## src/rtl/if_id_stage.sv

```systemverilog
// IF/ID stage: 2-entry skid buffer between fetch and decode.
// Optional IF_ID_IMM_GEN_EN adds an imm output decoded from the head entry.
module if_id_stage #(
  parameter int XLEN = 32
) (
  input  logic            clk,
  input  logic            reset,
  input  logic            in_valid,
  output logic            in_ready,
  input  logic [XLEN-1:0] instr_in,
  input  logic [XLEN-1:0] pc_in,
  input  logic            flush,
  input  logic            out_ready,
  output logic            out_valid,
  output logic [6:0]      funct7,
  output logic [4:0]      rs2,
  output logic [4:0]      rs1,
  output logic [2:0]      funct3,
  output logic [4:0]      rd,
  output logic [6:0]      opcode,
  output logic [XLEN-1:0] PC_n
`ifdef IF_ID_IMM_GEN_EN
  ,
  output logic [XLEN-1:0] imm
`endif
);

  typedef enum logic [1:0] {
    EMPTY = 2'd0,
    ONE   = 2'd1,
    TWO   = 2'd2
  } state_t;

  state_t          state, state_n;
  logic [XLEN-1:0] main_i, main_i_n;
  logic [XLEN-1:0] main_pc, main_pc_n;
  logic [XLEN-1:0] skid_i, skid_i_n;
  logic [XLEN-1:0] skid_pc, skid_pc_n;
  logic            rdy_n;
  logic            accept;
  logic            pop;

  assign out_valid = (state != EMPTY);
  assign accept    = in_valid & in_ready;
  assign pop       = out_valid & out_ready;

  always_comb begin
    state_n   = state;
    main_i_n  = main_i;
    main_pc_n = main_pc;
    skid_i_n  = skid_i;
    skid_pc_n = skid_pc;
    if (flush) begin
      state_n   = EMPTY;
      main_i_n  = '0;
      main_pc_n = '0;
      skid_i_n  = '0;
      skid_pc_n = '0;
    end else begin
      case (state)
        EMPTY: begin
          if (accept) begin
            main_i_n  = instr_in;
            main_pc_n = pc_in;
            state_n   = ONE;
          end
        end
        ONE: begin
          unique case (1'b1)
            accept & pop: begin
              main_i_n  = instr_in;
              main_pc_n = pc_in;
            end
            accept & ~pop: begin
              skid_i_n  = instr_in;
              skid_pc_n = pc_in;
              state_n   = TWO;
            end
            ~accept & pop: begin
              main_i_n  = '0;
              main_pc_n = '0;
              state_n   = EMPTY;
            end
            default: ;
          endcase
        end
        TWO: begin
          if (pop) begin
            main_i_n  = skid_i;
            main_pc_n = skid_pc;
            state_n   = ONE;
          end
        end
        default: state_n = EMPTY;
      endcase
    end
    rdy_n = (state_n != TWO);
  end

  always_ff @(posedge clk) begin
    if (reset) begin
      state    <= EMPTY;
      main_i   <= '0;
      main_pc  <= '0;
      skid_i   <= '0;
      skid_pc  <= '0;
      in_ready <= 1'b1;
    end else begin
      state    <= state_n;
      main_i   <= main_i_n;
      main_pc  <= main_pc_n;
      skid_i   <= skid_i_n;
      skid_pc  <= skid_pc_n;
      in_ready <= rdy_n;
    end
  end

  assign funct7 = main_i[31:25];
  assign rs2    = main_i[24:20];
  assign rs1    = main_i[19:15];
  assign funct3 = main_i[14:12];
  assign rd     = main_i[11:7];
  assign opcode = main_i[6:0];
  assign PC_n   = main_pc;

`ifdef IF_ID_IMM_GEN_EN
  always_comb begin
    imm = '0;
    case (main_i[6:0])
      7'b0000011,
      7'b0010011,
      7'b1100111:
        imm = {{(XLEN-12){main_i[31]}}, main_i[31:20]};
      7'b0100011:
        imm = {{(XLEN-12){main_i[31]}}, main_i[31:25], main_i[11:7]};
      7'b1100011:
        imm = {{(XLEN-13){main_i[31]}}, main_i[31], main_i[7],
               main_i[30:25], main_i[11:8], 1'b0};
      7'b0110111,
      7'b0010111:
        imm = {{(XLEN-32){main_i[31]}}, main_i[31:12], 12'b0};
      7'b1101111:
        imm = {{(XLEN-21){main_i[31]}}, main_i[31], main_i[19:12],
               main_i[20], main_i[30:21], 1'b0};
      default: imm = '0;
    endcase
  end
`endif

endmodule
```

## config.mk

```make
export PLATFORM = sky130hd
export DESIGN_NAME = if_id_stage
export DESIGN_NICKNAME = d
export VERILOG_FILES = /design/src/rtl/if_id_stage.sv
export SDC_FILE = /design/constraint.sdc
export NUM_CORES = 1
export LEC_CHECK = 0
export CAP_MARGIN = 20
export CORE_MARGIN = 2
export CORE_UTILIZATION = 44
export DETAILED_ROUTE_END_ITERATION = 6
export PLACE_DENSITY = 0.75
export SLEW_MARGIN = 20
export SYNTH_ARGS = -nofsm -noshare
export SYNTH_HDL_FRONTEND = slang
export SYNTH_SLANG_ARGS = --single-unit
```

## constraint.sdc

```tcl
create_clock -name clk -period 2.1 [get_ports clk]
set_input_delay 0.21 -clock clk [delete_from_list [all_inputs] [get_ports clk]]
set_output_delay 0.21 -clock clk [all_outputs]
set_load 0.1 [all_outputs]
```

==> impl_metrics.json <==
{
  "status": "finished, violations left",
  "violations": "negative setup slack",
  "period_share_pct": 101,
  "gp_congestion": 0.763,
  "syn_nets": 682,
  "num_antenna_cells": 0,
  "hold_viol_final": 0,
  "synth_largest_area_cell": "dfxtp_1",
  "start_util_pct": 45.2,
  "grt_overflow": 0,
  "fin_area_um2": 8080,
  "drt_first_iter_violations": 380,
  "path_cells": "inv_2 -> ha_4 -> nand2b_4 -> inv_4 -> ha_4 -> buf_4 -> buf_4 -> o21ai_4 -> buf_12 -> buf_6 -> a22oi_1 -> a211oi_2",
  "hold_buffers": 0,
  "cts_tree": "built",
  "drc_errors": 0,
  "setup_viol": 2,
  "placed_cell_area_um2": 7000,
  "crit_path_end_kind": "register",
  "rr_worst_depth": 12,
  "hold_end": "skid_pc[11]",
  "synthSimpleGateAreaFrac_pct": 14.7,
  "grt_pass1_wl_um": 23700,
  "pwr-share-comb_pct": 24.8,
  "netlist_area_um2": 5450,
  "crit_family": "buffers and inverters",
  "power_density_nw_per_um2": 913,
  "synth_enable_flop_cells": 0,
  "swShare_pct": 30.6,
  "layout_common_cells": "132 x nand2_1, 128 x dfxtp_1, 81 x buf_4",
  "clkLatencyLatePin_ps": 420,
  "power_frac_seq_pct": 35.8,
  "area_growth_pct": 48.3,
  "cts_max_level": 4,
  "hold_path_depth": 3,
  "power.switching_mw": 2.26,
  "p_int_mw": 5.12,
  "synth_fa_ha_area_share_pct": 1.61,
  "cp_num_buf_inv": 6,
  "synth_area_leaders": "dfxtp_1 48%, a211oi_2 13%, nand2_1 9.2%, a22oi_1 8.8%, a21oi_1 6.0%",
  "layout_commonest_cell": "nand2_1",
  "worst-endpoint-required_ps": 2440,
  "p_leak_nw": 3.03,
  "path_clk_slew_ps": 60,
  "fill_cells": 914,
  "cts_buffers": 17,
  "drive_gt1_share_pct": 29.9,
  "max_freq_ghz": 0.473,
  "slew_headroom_pct": 63.9,
  "skew_ps": 7.11,
  "avgViaCountPerCell": 5.46,
  "die-area_um2": 13300,
  "r2r_setup_slack_ps": -10,
  "hold_path.class": "in2reg",
  "timing.rr.end": "PC_n[23]",
  "drtPass1Iterations": 5,
  "syn_inst": 606,
  "synth_top_area_share_pct": 48.1,
  "ys_ff_latch": 131,
  "whs_ps": 380,
  "async_flop_share_pct": 0,
  "hpwlAfterDp_um": 9530,
  "die-height_um": 115,
  "critPathMaxStageDelay_ps": 330,
  "ant_nets": 0,
  "vias": 5108,
  "period_needed_ps": 2110,
  "arrival_ps": 2450,
  "core_um2": 12100,
  "clockBufferDepth": 2,
  "io_buffer_count": 134,
  "yosys_warnings": 0,
  "worstPathMaxFanout": 8,
  "synth_compound_area_share_pct": 29.8,
  "avgSynthCellArea_um2": 8.99,
  "antenna_found_initial": 0,
  "yosysSeqAreaShare_pct": 48.1,
  "worst_slack_ps": -14.9,
  "pre_cts_slack_ps": -52.3,
  "rsz0062_at_grt": "true",
  "drv_slew": 0,
  "grt_pass1_vias": 4844,
  "clockPowerShare_pct": 39.4,
  "worstMarginPinSlew_ps": 541,
  "synth_top_flop_cell": "dfxtp_1",
  "clock-sinks": 131,
  "grt_max_degree": 50,
  "seqCellArea_um2": 2630,
  "gr-usage-all-layers_pct": 22.7,
  "yosysUniqueCellTypes": 27,
  "io_pins": 135,
  "cpMaxStageDelayCell": "dfxtp_2",
  "routed_wl_um": 16200,
  "clock-root-buffer": "clkbuf_16",
  "wl_per_cell_um": 17.3,
  "start_kind": "register",
  "min_from": "pc_in[11]",
  "multiInputGateArea_um2": 2660,
  "rows": 40,
  "critPathKind": "reg2reg",
  "die_w_um": 115,
  "muxShareOfSynthArea_pct": 0.207,
  "irDropWorstVdd_v": 0.000501,
  "final_nets": 830,
  "synth_top_family_by_area": "compound AO/OA/AOI/OAI gates",
  "reg2reg_from": "state[0]",
  "synth-xor-area-share_pct": 0,
  "maxCapViolations": 0
}
[how the worst max path moves through the flow]
stage	endpoint	startpoint	cells after the start
final	PC_n[23]	state[0]	12
after detailed placement	main_i[25]	out_ready	10
after CTS	PC_n[6]	state[1]	11
after global placement	PC_n[11]	out_ready	10
after floorplan	PC_n[31]	state[0]	9
after global routing	PC_n[23]	state[0]	12
[timing repair]
action,in CTS,in global routing
gates resized for setup,9,26
cloned,2,10
endpoints found under the setup margin,64,64
setup buffers,2,6
pin swaps,1,11
[cells by family (layout without fill, tap and decap cells)]
group / count (synthesis) / after routing
fa+ha+maj: 7 / 7
simple gates: 206 / 206
compound gates: 200 / 200
mux: 1 / 1
buf+inv: 61 / 222
flops: 131 / 131
[worst register-to-register path: stages, from the launching register on]
cell,delay (ps)
dfxtp_2,330
inv_2,80
ha_4,140
nand2b_4,130
inv_4,40
ha_4,160
buf_4,120
buf_4,140
o21ai_4,230
buf_12,170
buf_6,160
a22oi_1,120
a211oi_2,240
[power by group through the flow]
stage               clock network (mW)  logic [mW]  registers (mW)
global placement                     0        1.57            2.69
floorplan                            0       0.561            3.25
global route                      3.04        1.91            2.65
detailed placement                   0        1.60            2.69
CTS                               2.93        1.66            2.64
finish                            2.90        1.83            2.64
[metal layers]
layer	vias to the layer above	wire, µm	global-route usage [%]
li1	2421	-	-
met1	2504	6900	28.2
met2	153	8250	37.9
met3	30	650	4.90
met4	0	366	10.4
met5	-	0	0
[cell usage after synthesis (2+ instances only)]
master	count
nand2_1	133
dfxtp_1	131
a21oi_1	65
a22oi_1	64
nor2_1	64
a211oi_2	56
clkbuf_1	37
a211oi_1	9
ha_1	7
buf_4	6
buf_6	6
inv_1	6
and2_1	3
buf_1	3
buf_2	3
nor3_1	2
[cell type report]
type / instances / area share, %
multi-input cells: 414 / 32.9
inverters: 6 / 0.310
clock inverters: 4 / 0.867
flip-flops and latches: 131 / 32.5
clock buffers: 28 / 6.27
well taps: 168 / 2.60
repair buffers: 184 / 24.6
[flip-flops by register name (all words and copies together) (netlist names)]
register  cells
skid_pc      32
skid_i       32
in_ready      1
state         2
PC_n         32
main_i       32
[metrics by stage]
stage | TNS, ps | std cells | power [mW] | utilization [%]
after CTS | 0 | 919 | 7.24 | 63.7
after detailed placement | -1160 | 883 | 4.29 | 58.0
final | -20.2 | 935 | 7.38 | 67.0
after global routing | -3090 | 935 | 7.60 | 67.0
after global placement | -1.02 | 883 | 4.26 | 58.0
after floorplan | 0 | 606 | 3.81 | -
(Power assumes the default switching activity.)
